$ cat config.mk
export PLATFORM = sky130hd
export DESIGN_NAME = mem_access_stage_flat
export DESIGN_NICKNAME = d
export VERILOG_FILES = /design/src/rtl/mem_access_stage_pkg.sv /design/src/rtl/mem_access_stage_if.sv /design/src/rtl/mem_access_stage_mem_wb_reg.sv /design/src/rtl/mem_access_stage.sv /design/src/flat_wrapper.sv
export SDC_FILE = /design/constraint.sdc
export NUM_CORES = 1
export LEC_CHECK = 0
export CORE_MARGIN = 1.5
export CORE_UTILIZATION = 35
export CTS_BUF_LIST = sky130_fd_sc_hd__clkbuf_8 sky130_fd_sc_hd__clkbuf_16
export DETAILED_ROUTE_END_ITERATION = 8
export PLACE_DENSITY = 0.74
export SETUP_SLACK_MARGIN = 0.4
export SLEW_MARGIN = 25
export SYNTH_ARGS = -nofsm -noshare
export SYNTH_HDL_FRONTEND = slang
export SYNTH_SLANG_ARGS = --single-unit
$ cat constraint.sdc
create_clock -name clk -period 4.7 [get_ports clk]
set_input_delay 0.94 -clock clk [delete_from_list [all_inputs] [get_ports clk]]
set_output_delay 0.94 -clock clk [all_outputs]
set_load 0.05 [all_outputs]
$ cat src/rtl/mem_access_stage_pkg.sv
// Shared types for the CA4 pipeline MEM stage: FSM states, MEM/WB control bundle,
// and default datapath widths.
package ca4_pipe_pkg;

  localparam int WORD_W_DEF  = 16;
  localparam int INSTR_W_DEF = 19;

  typedef enum logic {
    MS_IDLE,
    MS_ACCESS
  } mem_state_e;

  typedef struct packed {
    logic rf_write_en;
    logic sel_wb_alu;
    logic sel_wb_mem;
  } wb_ctrl_t;

endpackage

$ cat src/rtl/mem_access_stage_if.sv
// Data-memory valid/ack bus. The MEM stage is the master, the memory the slave.
interface mem_access_stage_if
  import ca4_pipe_pkg::*;
#(
  parameter int WORD_W = WORD_W_DEF
);

  logic              dm_req;
  logic              dm_we;
  logic [WORD_W-1:0] dm_addr;
  logic [WORD_W-1:0] dm_wdata;
  logic              dm_ack;
  logic [WORD_W-1:0] dm_rdata;

  modport master (
    output dm_req, dm_we, dm_addr, dm_wdata,
    input  dm_ack, dm_rdata
  );

  modport slave (
    input  dm_req, dm_we, dm_addr, dm_wdata,
    output dm_ack, dm_rdata
  );

endinterface

$ cat src/rtl/mem_access_stage_mem_wb_reg.sv
// MEM/WB pipeline register. A bubble clears every field and wins over load;
// with neither asserted the register holds.
module mem_wb_reg
  import ca4_pipe_pkg::*;
#(
  parameter int WORD_W  = WORD_W_DEF,
  parameter int INSTR_W = INSTR_W_DEF
) (
  input  logic               clk,
  input  logic               rst,
  input  logic               load_i,
  input  logic               bubble_i,
  input  logic               valid_i,
  input  logic [WORD_W-1:0]  alu_i,
  input  logic [WORD_W-1:0]  mem_data_i,
  input  logic [INSTR_W-1:0] instr_i,
  input  wb_ctrl_t           ctrl_i,
  output logic               valid_o,
  output logic [WORD_W-1:0]  alu_o,
  output logic [WORD_W-1:0]  mem_data_o,
  output logic [INSTR_W-1:0] instr_o,
  output wb_ctrl_t           ctrl_o
);

  logic               valid_q;
  logic [WORD_W-1:0]  alu_q;
  logic [WORD_W-1:0]  mem_data_q;
  logic [INSTR_W-1:0] instr_q;
  wb_ctrl_t           ctrl_q;

  // Register update: reset/bubble clear, load captures, otherwise hold.
  always_ff @(posedge clk or posedge rst) begin
    if (rst) begin
      valid_q    <= 1'b0;
      alu_q      <= '0;
      mem_data_q <= '0;
      instr_q    <= '0;
      ctrl_q     <= '0;
    end else if (bubble_i) begin
      valid_q    <= 1'b0;
      alu_q      <= '0;
      mem_data_q <= '0;
      instr_q    <= '0;
      ctrl_q     <= '0;
    end else if (load_i) begin
      valid_q    <= valid_i;
      alu_q      <= alu_i;
      mem_data_q <= mem_data_i;
      instr_q    <= instr_i;
      ctrl_q     <= ctrl_i;
    end
  end

  assign valid_o    = valid_q;
  assign alu_o      = alu_q;
  assign mem_data_o = mem_data_q;
  assign instr_o    = instr_q;
  assign ctrl_o     = ctrl_q;

endmodule

$ cat src/rtl/mem_access_stage.sv
// MEM stage of the CA4 pipeline: issues loads/stores on the valid/ack data-memory
// bus, stalls upstream while an access is outstanding, and fills MEM/WB.
// Optional feature: define MEM_TIMEOUT_EN to abandon accesses that see no ack
// within TIMEOUT_CYC cycles and raise the sticky mem_err flag.
//
//   state     | meaning
//   MS_IDLE   | no access outstanding; ALU ops pass straight to MEM/WB
//   MS_ACCESS | request on the bus, waiting for dm_ack (MEM/WB holds a bubble)
module mem_access_stage
  import ca4_pipe_pkg::*;
#(
  parameter int WORD_W      = WORD_W_DEF,
  parameter int INSTR_W     = INSTR_W_DEF,
  parameter int TIMEOUT_CYC = 15
) (
  input  logic                  clk,
  input  logic                  rst,
  input  logic                  ex_valid,
  input  logic [WORD_W-1:0]     ex_alu_out,
  input  logic [WORD_W-1:0]     ex_rf_out2,
  input  logic [INSTR_W-1:0]    ex_instruction,
  input  logic                  ex_mem_read,
  input  logic                  ex_mem_write,
  input  logic                  ex_rf_write_en,
  input  logic                  ex_sel_wb_alu,
  input  logic                  ex_sel_wb_mem,
  output logic                  mem_stall,
  mem_access_stage_if.master    dm,
  output logic                  wb_valid,
  output logic [WORD_W-1:0]     wb_alu_out,
  output logic [WORD_W-1:0]     wb_mem_data,
  output logic [INSTR_W-1:0]    wb_instruction,
  output logic                  wb_rf_write_en,
  output logic                  wb_sel_wb_alu,
  output logic                  wb_sel_wb_mem,
  output logic                  mem_err
);

  mem_state_e        state_q, state_d;
  logic              memop;
  logic              dm_issue, dm_done;
  logic              wb_load, wb_bubble;
  logic [WORD_W-1:0] wb_mem_data_d;
  wb_ctrl_t          wb_ctrl_d, wb_ctrl_q;

  logic              dm_req_q;
  logic              dm_we_q;
  logic [WORD_W-1:0] dm_addr_q;
  logic [WORD_W-1:0] dm_wdata_q;

  assign memop = ex_valid & (ex_mem_read | ex_mem_write);

`ifdef MEM_TIMEOUT_EN
  logic [3:0] to_cnt_q;
  logic       timeout_hit;
  logic       err_set;
  logic       mem_err_q;

  assign timeout_hit = (state_q == MS_ACCESS) && (to_cnt_q == 4'(TIMEOUT_CYC - 1));
`endif

  // FSM state register.
  always_ff @(posedge clk or posedge rst) begin
    if (rst) state_q <= MS_IDLE;
    else     state_q <= state_d;
  end

  // Next state, stall and MEM/WB load control. Ack is checked before timeout so
  // an ack arriving in the timeout cycle completes normally.
  always_comb begin
    state_d       = state_q;
    mem_stall     = 1'b0;
    dm_issue      = 1'b0;
    dm_done       = 1'b0;
    wb_load       = 1'b0;
    wb_bubble     = 1'b0;
    wb_mem_data_d = '0;
    wb_ctrl_d     = '{rf_write_en: ex_rf_write_en & ex_valid,
                      sel_wb_alu:  ex_sel_wb_alu  & ex_valid,
                      sel_wb_mem:  ex_sel_wb_mem  & ex_valid};
`ifdef MEM_TIMEOUT_EN
    err_set       = 1'b0;
`endif
    case (state_q)
      MS_IDLE: begin
        if (memop) begin
          mem_stall = 1'b1;
          dm_issue  = 1'b1;
          wb_bubble = 1'b1;
          state_d   = MS_ACCESS;
        end else begin
          wb_load   = 1'b1;
        end
      end
      MS_ACCESS: begin
        if (dm.dm_ack) begin
          wb_load       = 1'b1;
          dm_done       = 1'b1;
          wb_mem_data_d = ex_mem_write ? '0 : dm.dm_rdata;
          state_d       = MS_IDLE;
`ifdef MEM_TIMEOUT_EN
        end else if (timeout_hit) begin
          wb_load               = 1'b1;
          dm_done               = 1'b1;
          err_set               = 1'b1;
          wb_ctrl_d.rf_write_en = 1'b0;
          state_d               = MS_IDLE;
`endif
        end else begin
          mem_stall = 1'b1;
        end
      end
      default: state_d = MS_IDLE;
    endcase
  end

  // Bus request registers: captured at issue, held until ack (or timeout).
  always_ff @(posedge clk or posedge rst) begin
    if (rst) begin
      dm_req_q   <= 1'b0;
      dm_we_q    <= 1'b0;
      dm_addr_q  <= '0;
      dm_wdata_q <= '0;
    end else if (dm_issue) begin
      dm_req_q   <= 1'b1;
      dm_we_q    <= ex_mem_write;
      dm_addr_q  <= ex_alu_out;
      dm_wdata_q <= ex_rf_out2;
    end else if (dm_done) begin
      dm_req_q   <= 1'b0;
    end
  end

`ifdef MEM_TIMEOUT_EN
  // Wait counter (cleared at issue) and sticky error flag.
  always_ff @(posedge clk or posedge rst) begin
    if (rst) begin
      to_cnt_q  <= '0;
      mem_err_q <= 1'b0;
    end else begin
      if (dm_issue)                                   to_cnt_q <= '0;
      else if (state_q == MS_ACCESS && !dm.dm_ack)    to_cnt_q <= to_cnt_q + 4'd1;
      if (err_set)                                    mem_err_q <= 1'b1;
    end
  end

  assign mem_err = mem_err_q;
`else
  assign mem_err = 1'b0;
`endif

  assign dm.dm_req   = dm_req_q;
  assign dm.dm_we    = dm_we_q;
  assign dm.dm_addr  = dm_addr_q;
  assign dm.dm_wdata = dm_wdata_q;

  mem_wb_reg #(
    .WORD_W  (WORD_W),
    .INSTR_W (INSTR_W)
  ) u_mem_wb_reg (
    .clk        (clk),
    .rst        (rst),
    .load_i     (wb_load),
    .bubble_i   (wb_bubble),
    .valid_i    (ex_valid),
    .alu_i      (ex_alu_out),
    .mem_data_i (wb_mem_data_d),
    .instr_i    (ex_instruction),
    .ctrl_i     (wb_ctrl_d),
    .valid_o    (wb_valid),
    .alu_o      (wb_alu_out),
    .mem_data_o (wb_mem_data),
    .instr_o    (wb_instruction),
    .ctrl_o     (wb_ctrl_q)
  );

  assign wb_rf_write_en = wb_ctrl_q.rf_write_en;
  assign wb_sel_wb_alu  = wb_ctrl_q.sel_wb_alu;
  assign wb_sel_wb_mem  = wb_ctrl_q.sel_wb_mem;

endmodule

$ cat src/flat_wrapper.sv
// flat-port wrapper written by rule: the top's interface ports become plain ports
module mem_access_stage_flat import ca4_pipe_pkg::*;
#(
  parameter int WORD_W      = WORD_W_DEF,
  parameter int INSTR_W     = INSTR_W_DEF,
  parameter int TIMEOUT_CYC = 15
)
  (clk, rst, ex_valid, ex_alu_out, ex_rf_out2, ex_instruction, ex_mem_read, ex_mem_write, ex_rf_write_en, ex_sel_wb_alu, ex_sel_wb_mem, mem_stall, wb_valid, wb_alu_out, wb_mem_data, wb_instruction, wb_rf_write_en, wb_sel_wb_alu, wb_sel_wb_mem, mem_err, dm_dm_req, dm_dm_we, dm_dm_addr, dm_dm_wdata, dm_dm_ack, dm_dm_rdata);
  mem_access_stage_if #(.WORD_W(WORD_W)) dm_i ();
  input  logic clk;
  input  logic rst;
  input  logic ex_valid;
  input  logic [WORD_W-1:0] ex_alu_out;
  input  logic [WORD_W-1:0] ex_rf_out2;
  input  logic [INSTR_W-1:0] ex_instruction;
  input  logic ex_mem_read;
  input  logic ex_mem_write;
  input  logic ex_rf_write_en;
  input  logic ex_sel_wb_alu;
  input  logic ex_sel_wb_mem;
  output logic mem_stall;
  output logic wb_valid;
  output logic [WORD_W-1:0] wb_alu_out;
  output logic [WORD_W-1:0] wb_mem_data;
  output logic [INSTR_W-1:0] wb_instruction;
  output logic wb_rf_write_en;
  output logic wb_sel_wb_alu;
  output logic wb_sel_wb_mem;
  output logic mem_err;
  output wire logic [$bits(dm_i.dm_req)-1:0] dm_dm_req;
  output wire logic [$bits(dm_i.dm_we)-1:0] dm_dm_we;
  output wire logic [$bits(dm_i.dm_addr)-1:0] dm_dm_addr;
  output wire logic [$bits(dm_i.dm_wdata)-1:0] dm_dm_wdata;
  input wire logic [$bits(dm_i.dm_ack)-1:0] dm_dm_ack;
  input wire logic [$bits(dm_i.dm_rdata)-1:0] dm_dm_rdata;
  assign dm_dm_req = dm_i.dm_req;
  assign dm_dm_we = dm_i.dm_we;
  assign dm_dm_addr = dm_i.dm_addr;
  assign dm_dm_wdata = dm_i.dm_wdata;
  assign dm_i.dm_ack = dm_dm_ack;
  assign dm_i.dm_rdata = dm_dm_rdata;
  mem_access_stage #(.WORD_W(WORD_W), .INSTR_W(INSTR_W), .TIMEOUT_CYC(TIMEOUT_CYC)) u_core (.clk(clk), .rst(rst), .ex_valid(ex_valid), .ex_alu_out(ex_alu_out), .ex_rf_out2(ex_rf_out2), .ex_instruction(ex_instruction), .ex_mem_read(ex_mem_read), .ex_mem_write(ex_mem_write), .ex_rf_write_en(ex_rf_write_en), .ex_sel_wb_alu(ex_sel_wb_alu), .ex_sel_wb_mem(ex_sel_wb_mem), .mem_stall(mem_stall), .dm(dm_i), .wb_valid(wb_valid), .wb_alu_out(wb_alu_out), .wb_mem_data(wb_mem_data), .wb_instruction(wb_instruction), .wb_rf_write_en(wb_rf_write_en), .wb_sel_wb_alu(wb_sel_wb_alu), .wb_sel_wb_mem(wb_sel_wb_mem), .mem_err(mem_err));
endmodule
==> results.sh <==
export IMPL_num_vias=2687
export IMPL_area_growth_pct=53.44
export IMPL_period_minus_slack_ns=3.307
export IMPL_dp_cells=570
export IMPL_cts_tree="done"
export IMPL_grt_overflow=0
export IMPL_maxSlewHeadroom=0.3919
export IMPL_worst_ep_required_time_ns=3.76
export IMPL_clock_latency_ns=0.34
export IMPL_yosys_warnings=0
export IMPL_synth_area_um2=3596
export IMPL_utilization=0.5594
export IMPL_final_max_slew_viol_count=0
export IMPL_wl_per_cell_um=15.71
export IMPL_die_w_um=104.4
export IMPL_yosysSeqAreaShare=0.6263
export IMPL_fin_crit_sh=0.7035
export IMPL_placementRows=36
export IMPL_grt_usage=0.1732
export IMPL_status="finished, final reports clean"
export IMPL_clk_pin_slew_worst_paths_ns=0.08
export IMPL_grt_pass1_vias=2967
export IMPL_skew_ns=0.01246
export IMPL_critPathLaunchType="input port"
export IMPL_cp_slowest_cell="clkdlybuf4s50_1"
export IMPL_cts_root_buffer="clkbuf_8"
export IMPL_die_h_um=104.4
export IMPL_cts_buffer_depth=2
export IMPL_path_delay_family="buffers and inverters"
export IMPL_grt_max_degree=73
export IMPL_ys_ff_latch=90
export IMPL_core_area_um2=9864
export IMPL_n_antenna_cell=0
export IMPL_die_area_um2=10890
export IMPL_hold_slack_ns=0.4831
export IMPL_yosysTopAreaCell="dfrtp_1"
export IMPL_syn_inst=287
export IMPL_end_kind="output port"
export IMPL_drt_first_pass_iters=4
export IMPL_start_util=0.3645
export IMPL_leakage_uw=0.002424
export IMPL_ir_worst_vdd_v=0.0002769
export IMPL_syn_num_nets=363
export IMPL_drc=0
export IMPL_dp_hpwl_mm=6.548
export IMPL_avgSynthCellArea_um2=12.53
export IMPL_cts_resized=0
export IMPL_stdcell_count=585
export IMPL_powerDensity_nw_per_um2=460.4
export IMPL_synth_area_leaders="dfrtp_1 63%, mux2_4 12%, nand2_1 8.0%"
export IMPL_antenna_found_initial=0
export IMPL_drive_gt1_frac=0.1261
export IMPL_via_per_inst=4.593
export IMPL_cap_violations=0
export IMPL_numCtsBuffers=9
export IMPL_place_congestion=0.7206
export IMPL_post_cts_buffers=0
export IMPL_synth_top_area_share=0.6263
export IMPL_timing_setup_tns_ns=0
export IMPL_drt_total_wl_mm=9.191
export IMPL_setup_viol=0
export IMPL_cp_num_buf_inv=3
export IMPL_ios=167
export IMPL_num_fill_cells=856
export IMPL_htreeDepth=3
export IMPL_ctsHoldBuffers=0
export IMPL_max_freq_mhz=302.4
export IMPL_numPortBuffers=165
export IMPL_final_hold_violation_count=0
export IMPL_tightest_slew_ns=0.9122
export IMPL_rsz0062_at_grt="no"
export IMPL_criticalPathCategory="input port to output port"
export IMPL_path_cells="clkdlybuf4s50_1 > nand2b_1 > buf_4 > nand2b_1 > buf_4"
export IMPL_critPathArrivalTime_ns=2.37
export IMPL_ant_nets=0
export IMPL_cpPeakStageDelay_ns=0.54
export IMPL_grt_pass1_wl_mm=15.17
export IMPL_finalNetCount=524
export IMPL_ys_types=21
export IMPL_path_max_fanout=40
export IMPL_cts_sinks=90
export IMPL_drt_initial_drc_count=104
export IMPL_min_path_type="register to register"
==> through the flow <==
step                instance area (um^2)  power [uW]  setup WS (ns)
global route                        5518        2651          1.264
global placement                    5298        1976          1.419
detailed placement                  5298        1993          1.372
CTS                                 5515        2572          1.364
finish                              5518        2541          1.393
floorplan                           3596        1630          1.425
==> per-layer routing <==
layer / part of all wire / vias up / wire, um / track usage
met5: 0 / - / 0 / 0
met4: 0.012 / 0 / 114 / 0.04762
met3: 0.062 / 11 / 566 / 0.04887
met2: 0.49 / 99 / 4485 / 0.2871
met1: 0.44 / 1297 / 4024 / 0.2211
li1: - / 1280 / - / -
==> layout by cell type (no fill, tap or decap), drive strengths merged <==
cell / instances
clkdlybuf4s50: 164
dfrtp: 90
nand2: 77
o21ai: 39
mux2: 32
a22o: 17
clkbuf: 10
buf: 6
nand3: 3
nor2b: 2
nand2b: 2
bufinv: 2
clkinv: 2
o21a: 1
nor2: 1
a21o: 1
conb: 1
clkinvlp: 1
inv: 1
==> cell usage after synthesis, drive strengths merged <==
master	instances
a21o	1
o21ai	39
nand3	3
buf	13
clkbuf	7
conb	1
nor2b	2
inv	1
o21a	1
mux2	32
nor2	1
dfrtp	90
nand2	77
a22o	17
nand2b	2
==> final timing paths <==
kind                       slack, ns  cells after the start                     startpoint                       endpoint
max                             1.39                      5                      dm_dm_ack                      mem_stall
min                             0.48                      2  u_core.u_mem_wb_reg.ctrl_o[2]  u_core.u_mem_wb_reg.ctrl_o[2]
max reg2reg                     2.70                      4                 u_core.state_q           u_core.dm.dm_addr[9]
min reg2reg                     0.48                      2  u_core.u_mem_wb_reg.ctrl_o[2]  u_core.u_mem_wb_reg.ctrl_o[2]
max in group asynchronous       2.95                      3                            rst  u_core.u_mem_wb_reg.alu_o[12]
min in group asynchronous       0.89                      2                            rst         u_core.dm.dm_wdata[12]
==> sequential cells by signal, summed over array words and instances, names as in the netlist, 3 cells and up <==
name,count
u_core.u_mem_wb_reg.alu_o,16
u_core.u_mem_wb_reg.ctrl_o,3
u_core.dm.dm_addr,16
u_core.u_mem_wb_reg.mem_data_o,16
u_core.u_mem_wb_reg.instr_o,19
u_core.dm.dm_wdata,16
==> area by class of cell <==
class	count	area (um^2)	area share
clock buffer	10	137.6	0.02494
multi-input combinational	176	1190	0.2156
clock inverter	5	80.08	0.01451
timing repair buffer	170	1687	0.3057
inverter	1	5.005	0.0009070
sequential	90	2252	0.4082
tap	133	166.4	0.03016
==> where the power goes <==
part           total (uW)  internal, uW  leakage [uW]  switching (uW)
Sequential            969           897       0.00111            72.2
Clock                 569           311      0.000110             259
Combinational        1000           382       0.00120             621
==> cells by family (layout without fill, tap and decap cells) <==
group | Yosys count | after routing | synth area share
DFF | 90 | 90 | 0.6263
and+or+nand+nor | 85 | 85 | 0.09464
AOI/OAI and AO/OA | 58 | 58 | 0.1019
muxes | 32 | 32 | 0.1305
buffers and inverters | 21 | 186 | 0.04558
other | 1 | 1 | 0.001043
==> worst min-delay path, delay by kind of cell (launching register included) <==
kind	cells	cell delay, ns
compound gates	1	0.06
flops	1	0.35
simple gates	1	0.04
Note: power is estimated with default switching activity, not from simulation.
